`config.mk`:
```
export PLATFORM = sky130hd
export DESIGN_NAME = main_fsm_flat
export DESIGN_NICKNAME = d
export VERILOG_FILES = /design/src/rtl/main_fsm_if.sv /design/src/rtl/main_fsm.sv /design/src/flat_wrapper.sv
export SDC_FILE = /design/constraint.sdc
export NUM_CORES = 1
export LEC_CHECK = 0
export BUFFER_PORTS_ARGS = -buffer_cell sky130_fd_sc_hd__clkbuf_2
export CAP_MARGIN = 15
export CORE_AREA = 3 3 40 42
export CTS_CLUSTER_DIAMETER = 30
export DETAILED_ROUTE_END_ITERATION = 7
export DIE_AREA = 0 0 43 45
export GPL_TIMING_DRIVEN = 0
export PLACE_DENSITY = 0.61
export RECOVER_POWER = 100
export SYNTH_ARGS = -nofsm -noshare
export SYNTH_HDL_FRONTEND = slang
export SYNTH_SLANG_ARGS = --single-unit
```
`constraint.sdc`:
```
create_clock -name clk -period 2.19 [get_ports clk]
set_clock_uncertainty 0.15 [all_clocks]
set_input_delay 0.438 -clock clk [delete_from_list [all_inputs] [get_ports clk]]
set_output_delay 0.438 -clock clk [all_outputs]
set_load 0.02 [all_outputs]
```
`src/rtl/main_fsm_if.sv`:
```
// Control-unit bus: the instruction fields feeding the main FSM and the
// per-state datapath control it returns, plus the current state for debug.
interface main_fsm_if;
  logic [1:0] Op;
  logic [5:0] Funct;
  logic       IRWrite;
  logic       AdrSrc;
  logic [1:0] ALUSrcA;
  logic [1:0] ALUSrcB;
  logic [1:0] ResultSrc;
  logic       NextPC;
  logic       RegW;
  logic       MemW;
  logic       Branch;
  logic       ALUOp;
  logic [3:0] State;

  // FSM side: consumes instruction fields, produces control
  modport slave (
    input  Op, Funct,
    output IRWrite, AdrSrc, ALUSrcA, ALUSrcB, ResultSrc,
           NextPC, RegW, MemW, Branch, ALUOp, State
  );

  // Datapath / bench side: supplies instruction fields, observes control
  modport master (
    output Op, Funct,
    input  IRWrite, AdrSrc, ALUSrcA, ALUSrcB, ResultSrc,
           NextPC, RegW, MemW, Branch, ALUOp, State
  );
endinterface

```
`src/rtl/main_fsm.sv`:
```
// Multicycle main control FSM (Moore). Sequences fetch/decode/execute for
// LDR, STR, data-processing, branch and undefined instructions. All control
// outputs are decoded from the registered state only.
module main_fsm (
  input  logic     clk,
  input  logic     reset,
  main_fsm_if.slave bus
);

  typedef enum logic [3:0] {
    FETCH    = 4'd0,
    DECODE   = 4'd1,
    MEMADR   = 4'd2,
    MEMRD    = 4'd3,
    MEMWB    = 4'd4,
    MEMWR    = 4'd5,
    EXECUTER = 4'd6,
    EXECUTEI = 4'd7,
    ALUWB    = 4'd8,
    BRANCH   = 4'd9,
    UNKNOWN  = 4'd10
  } state_e;

  typedef struct packed {
    logic       ir_write;
    logic       adr_src;
    logic [1:0] alu_src_a;
    logic [1:0] alu_src_b;
    logic [1:0] result_src;
    logic       next_pc;
    logic       reg_w;
    logic       mem_w;
    logic       branch;
    logic       alu_op;
  } ctrl_t;

  // Held as raw bits so the unused codes 11-15 stay representable and
  // are recovered to FETCH rather than assumed impossible.
  logic [3:0] state_q, state_d;
  ctrl_t      ctrl;

  // Funct[4:1] feed the ALU decoder, not this FSM.
  logic unused_funct_bits;
  assign unused_funct_bits = ^bus.Funct[4:1];

  // State register with synchronous reset to FETCH
  always_ff @(posedge clk) begin
    if (reset) state_q <= FETCH;
    else       state_q <= state_d;
  end

  // Next-state: Op/Funct are only looked at in DECODE and MEMADR
  always_comb begin
    state_d = FETCH;
    case (state_q)
      FETCH:  state_d = DECODE;
      DECODE: begin
        case (bus.Op)
          2'b00:   state_d = bus.Funct[5] ? EXECUTEI : EXECUTER;
          2'b01:   state_d = MEMADR;
          2'b10:   state_d = BRANCH;
          default: state_d = UNKNOWN;
        endcase
      end
      MEMADR:   state_d = bus.Funct[0] ? MEMRD : MEMWR;
      MEMRD:    state_d = MEMWB;
      EXECUTER: state_d = ALUWB;
      EXECUTEI: state_d = ALUWB;
      // write-back, branch, undefined and illegal codes all return to fetch
      default:  state_d = FETCH;
    endcase
  end

  // Output decode: every field zero unless the state names it
  always_comb begin
    ctrl = '0;
    case (state_q)
      FETCH: begin
        ctrl.ir_write   = 1'b1;
        ctrl.next_pc    = 1'b1;
        ctrl.alu_src_a  = 2'b01;
        ctrl.alu_src_b  = 2'b10;
        ctrl.result_src = 2'b10;
      end
      DECODE: begin
        ctrl.alu_src_a  = 2'b01;
        ctrl.alu_src_b  = 2'b10;
        ctrl.result_src = 2'b10;
      end
      MEMADR: ctrl.alu_src_b = 2'b01;
      MEMRD:  ctrl.adr_src   = 1'b1;
      MEMWB: begin
        ctrl.result_src = 2'b01;
        ctrl.reg_w      = 1'b1;
      end
      MEMWR: begin
        ctrl.adr_src = 1'b1;
        ctrl.mem_w   = 1'b1;
      end
      EXECUTER: ctrl.alu_op = 1'b1;
      EXECUTEI: begin
        ctrl.alu_src_b = 2'b01;
        ctrl.alu_op    = 1'b1;
      end
      ALUWB: ctrl.reg_w = 1'b1;
      BRANCH: begin
        ctrl.alu_src_a  = 2'b10;
        ctrl.alu_src_b  = 2'b01;
        ctrl.result_src = 2'b10;
        ctrl.branch     = 1'b1;
      end
      default: ctrl = '0;
    endcase
  end

  assign bus.IRWrite   = ctrl.ir_write;
  assign bus.AdrSrc    = ctrl.adr_src;
  assign bus.ALUSrcA   = ctrl.alu_src_a;
  assign bus.ALUSrcB   = ctrl.alu_src_b;
  assign bus.ResultSrc = ctrl.result_src;
  assign bus.NextPC    = ctrl.next_pc;
  assign bus.RegW      = ctrl.reg_w;
  assign bus.MemW      = ctrl.mem_w;
  assign bus.Branch    = ctrl.branch;
  assign bus.ALUOp     = ctrl.alu_op;
  assign bus.State     = state_q;

endmodule

```
`src/flat_wrapper.sv`:
```
// flat-port wrapper written by rule: the top's interface ports become plain ports
module main_fsm_flat 
  (clk, reset, bus_Op, bus_Funct, bus_IRWrite, bus_AdrSrc, bus_ALUSrcA, bus_ALUSrcB, bus_ResultSrc, bus_NextPC, bus_RegW, bus_MemW, bus_Branch, bus_ALUOp, bus_State);
  main_fsm_if bus_i ();
  input  logic clk;
  input  logic reset;
  input wire logic [$bits(bus_i.Op)-1:0] bus_Op;
  input wire logic [$bits(bus_i.Funct)-1:0] bus_Funct;
  output wire logic [$bits(bus_i.IRWrite)-1:0] bus_IRWrite;
  output wire logic [$bits(bus_i.AdrSrc)-1:0] bus_AdrSrc;
  output wire logic [$bits(bus_i.ALUSrcA)-1:0] bus_ALUSrcA;
  output wire logic [$bits(bus_i.ALUSrcB)-1:0] bus_ALUSrcB;
  output wire logic [$bits(bus_i.ResultSrc)-1:0] bus_ResultSrc;
  output wire logic [$bits(bus_i.NextPC)-1:0] bus_NextPC;
  output wire logic [$bits(bus_i.RegW)-1:0] bus_RegW;
  output wire logic [$bits(bus_i.MemW)-1:0] bus_MemW;
  output wire logic [$bits(bus_i.Branch)-1:0] bus_Branch;
  output wire logic [$bits(bus_i.ALUOp)-1:0] bus_ALUOp;
  output wire logic [$bits(bus_i.State)-1:0] bus_State;
  assign bus_i.Op = bus_Op;
  assign bus_i.Funct = bus_Funct;
  assign bus_IRWrite = bus_i.IRWrite;
  assign bus_AdrSrc = bus_i.AdrSrc;
  assign bus_ALUSrcA = bus_i.ALUSrcA;
  assign bus_ALUSrcB = bus_i.ALUSrcB;
  assign bus_ResultSrc = bus_i.ResultSrc;
  assign bus_NextPC = bus_i.NextPC;
  assign bus_RegW = bus_i.RegW;
  assign bus_MemW = bus_i.MemW;
  assign bus_Branch = bus_i.Branch;
  assign bus_ALUOp = bus_i.ALUOp;
  assign bus_State = bus_i.State;
  main_fsm u_core (.clk(clk), .reset(reset), .bus(bus_i));
endmodule
```
==> results_tabular.tex <==
\begin{tabular}{lr}
\hline
Metric & Value \\
\hline
\multicolumn{2}{l}{\textbf{Outcome}} \\
\quad Status & finished, final reports clean \\
\multicolumn{2}{l}{\textbf{Cells and area}} \\
\quad Diode count & 0 \\
\quad FILL cells & 160 \\
\quad Number of nets in the finished design & 81 \\
\quad Fraction of layout instances using a drive strength above 1 & 29.0\% \\
\quad Area grow syn2layout & 43.4\% \\
\quad Flip-flop count of the largest register, all copies and words added & 4 \\
\multicolumn{2}{l}{\textbf{Logic synthesis}} \\
\quad Number of flip-flops and latches in the synthesized netlist & 4 \\
\quad Number of flops mapped to enable cells by yosys & 0 \\
\quad Area share of the leading cell type in the synthesized netlist & approximately 25\% \\
\quad Count leader, synth & nor2\_1 \\
\quad Most instantiated cells after synthesis & 6 x nor2\_1, 4 x dfxtp\_1, 4 x nor3\_1, 4 x or3\_1 \\
\quad Largest family of logic cells by synthesized area & simple AND/OR/NAND/NOR gates \\
\quad XOR/XNOR Fraction of Synth Area & 2.71\% \\
\quad Total of warnings raised by yosys & 0 \\
\quad Post-synthesis cell count & 44 \\
\quad Register area share after synthesis & 24.8\% \\
\quad Synthesized net count & 54 \\
\quad Post-synthesis async set-or-reset flop share & 0\% \\
\quad Avg Cell Area, Syn & $\sim$7.3 µm² \\
\quad Ranking of synthesized cells by area & dfxtp\_1 25\%, or3\_1 7.8\%, buf\_6 7.0\% \\
\quad Mux share of post-synthesis cell area & 0\% \\
\quad Netlist area before placement & about 320 µm² \\
\quad Simple-Gate Fraction of Synth Area & approximately 40\% \\
\quad Post-Synth Adder-Cell Area & 0\% \\
\quad Most instantiated flip-flop cell in the synthesis netlist & dfxtp\_1 \\
\quad Area fraction in compound gates after synthesis & approximately 16\% \\
\quad Number of different library cells in the post-synthesis netlist & 21 \\
\quad Yosys top cell by area & dfxtp\_1 \\
\multicolumn{2}{l}{\textbf{Min path}} \\
\quad Hold Crit Class & primary input to flip-flop \\
\quad Worst Hold End & u\_core.bus.State[3] \\
\quad Min-Delay Path Depth & 2 \\
\quad Hold path startpoint & reset \\
\multicolumn{2}{l}{\textbf{Floorplanning}} \\
\quad Row count & 13 \\
\quad Die area & 1940 µm² \\
\quad Die extent in x & 43 µm \\
\quad Core Area & 1280 µm² \\
\quad Initial Util & 25.1\% \\
\quad Die H & 45 µm \\
\quad Number of top-level pins & 27 \\
\multicolumn{2}{l}{\textbf{Timing}} \\
\quad Number of endpoints failing setup at the final stage & 0 \\
\quad Final number of max-transition violations & 0 \\
\quad Setup repair after global routing missed its margin & no \\
\quad Post-Route Setup TNS & 0 ps \\
\quad Worst hold margin & 223 ps \\
\quad Achievable frequency & a little under 500 MHz \\
\quad Tmin final & $\sim$2100 ps \\
\quad Final hold violation count & 0 \\
\quad Slew margin rel. & $\sim$80\% \\
\quad Share of the clock period used by the worst path & 95.1\% \\
\quad Slew @ Worst Pin & 278 ps \\
\multicolumn{2}{l}{\textbf{Power and ir drop}} \\
\quad Combinational share of power & 45.2\% \\
\quad Clock network fraction of total power & slightly below 30\% \\
\quad Power per cell area & 722 nW/µm² \\
\quad Static Leakage & 0.194 nW \\
\quad Net switching power & 0.000137 W \\
\quad Share of power burned in registers & 25.2\% \\
\quad Internal power & between 0.00015 and 0.0002 W \\
\quad Switching power share of the total & 40.9\% \\
\quad Pwr Total & 0.000334 W \\
\quad Worst voltage drop across the vdd grid & 0.000334 V \\
\multicolumn{2}{l}{\textbf{Run}} \\
\quad MaxCap Viol Count & 0 \\
\multicolumn{2}{l}{\textbf{Clock network}} \\
\quad Clk buf depth & 2 \\
\quad Clock-pin transition on the worst setup and hold timing paths & 40 ps \\
\quad Clock Latency Late Sink & 240 ps \\
\quad CTS tree & built \\
\quad H-tree depth & 1 \\
\quad Num CTS Buffers & 3 \\
\quad Root buffer cell & clkbuf\_4 \\
\quad Quantity of gates resized following cts & 0 \\
\quad Clock net sink count & 4 \\
\quad Count of hold buffers inserted by post-cts repair & 0 \\
\quad Postcts setup bufs & 0 \\
\multicolumn{2}{l}{\textbf{Critical path}} \\
\quad Cell family with most CP delay & simple AND/OR/NAND/NOR gates \\
\quad Largest fanout of any net on the critical path & 10 \\
\quad Critical Path Sink Type & output port \\
\quad Worst Setup Start Kind & flip-flop \\
\quad Crit path kind & flip-flop to output port \\
\quad Largest stage delay on the critical path & 370 ps \\
\quad Worst r2r dst & u\_core.bus.State[3] \\
\quad Reg-to-reg slack, setup & approximately 880 ps \\
\quad Critical path data arrival time & 1490 ps \\
\quad Buffers \& Inverters on Critical Path & 2 \\
\quad CP max stage cell & or3\_1 \\
\quad Startpoint of the worst register-to-register path & u\_core.bus.State[0] \\
\quad CP Cell Sequence & buf\_6 -> nand2b\_1 -> nor2\_1 -> or3\_1 -> clkbuf\_2 \\
\quad Depth of the worst register-to-register path & 4 \\
\quad Worst path required time & 1600 ps \\
\multicolumn{2}{l}{\textbf{Place}} \\
\quad Weighted congestion reported at the end of routability-driven placement & 0.704 \\
\quad Final HPWL from detailed placement & 697 µm \\
\quad IO Port Bufs & 22 \\
\multicolumn{2}{l}{\textbf{Routing}} \\
\quad Via/cell ratio & 4.69 \\
\quad Remaining DRCs & 0 \\
\quad Drt total wl & 944 µm \\
\quad DRC violation total after the first TritonRoute iteration & 4 \\
\quad Antenna Nets Post-Route & 0 \\
\quad Detailed-route wire length per cell & about 11 µm \\
\quad Vias & between 300 and 400 \\
\quad Initial DRT Pass Iterations & 4 \\
\multicolumn{2}{l}{\textbf{GRT}} \\
\quad Largest net degree at the start of global routing & 11 \\
\quad Vias in the first global route & 365 \\
\quad Gr usage total & 10.3\% \\
\quad Wire length of the first global-routing pass & 1450 µm \\
\quad Number of antenna violations at the first check in global routing & 0 \\
\quad Global route overflow & 0 \\
\hline
\end{tabular}
-- worst max path at each step --
stage	cells past startpoint	start	slack [ps]	end
after floorplan	3	u_core.bus.State[1]	190	bus_ResultSrc[1]
after global placement	5	u_core.bus.State[2]	370	bus_ALUSrcB[0]
after detailed placement	5	u_core.bus.State[2]	370	bus_ALUSrcB[0]
after CTS	5	u_core.bus.State[2]	100	bus_ALUSrcB[0]
after global routing	5	u_core.bus.State[2]	30	bus_ALUSrcB[0]
final	5	u_core.bus.State[2]	110	bus_ALUSrcB[0]
-- cell type report --
class | instances | area, µm² | share of cell area (%)
Multi-Input combinational cell | 32 | 195 | 42.2
Sequential cell | 4 | 80.1 | 17.3
Tap cell | 15 | 18.8 | 4.05
Timing Repair Buffer | 22 | 92.6 | 20.0
Clock buffer | 3 | 22.5 | 4.86
Buffer | 5 | 42.5 | 9.19
Inverter | 3 | 11.3 | 2.43
-- placed cells by master, fill, tap and decap left out --
cell type  count
nor2_1         6
inv_1          3
buf_6          2
or3_1          4
buf_4          2
a211oi_2       1
a211oi_1       1
o21bai_1       1
nand2_1        2
nor3_1         4
a21oi_1        3
clkbuf_4       3
nor4b_1        1
or2_2          1
xnor2_1        1
nor4_2         1
dfxtp_1        4
nand3_1        1
o21ai_0        2
clkbuf_2       9
nand2b_4       1
nand2b_1       2
clkbuf_1      14
-- through the flow --
step | utilization (%) | instance area [µm²] | cells | setup slack, ps
6_report | 36.0 | 463 | 84 | 108
5_1_grt | 36.0 | 463 | 84 | 31.1
2_1_floorplan | - | 329 | 44 | 192
3_5_place_dp | 35.6 | 458 | 81 | 367
3_3_place_gp | 35.6 | 458 | 81 | 372
4_1_cts | 37.4 | 480 | 84 | 99.3
-- power groups by stage --
stage	Clock [W]	Combinational (W)	Sequential, W
after global placement	0	0.000157	0.0000853
final	0.0000989	0.000151	0.0000843
after global routing	0.000104	0.000164	0.0000854
after detailed placement	0	0.000158	0.0000858
after CTS	0.000102	0.000159	0.0000843
after floorplan	0	0.000105	0.0000934
-- routing by layer --
layer	track usage, %	vias to the layer above	wire (µm)
li1	-	202	-
met1	10.8	173	400
met2	16.8	17	449
met3	3.19	2	76
met4	9.04	0	18
met5	0	-	0
-- cell families after synthesis --
group / after synthesis
and+or+nand+nor: 23
AOI/OAI and AO/OA: 8
buffers and inverters: 8
DFF: 4
xor gates and xnor gates: 1
Power figures use the tool's default switching activity.
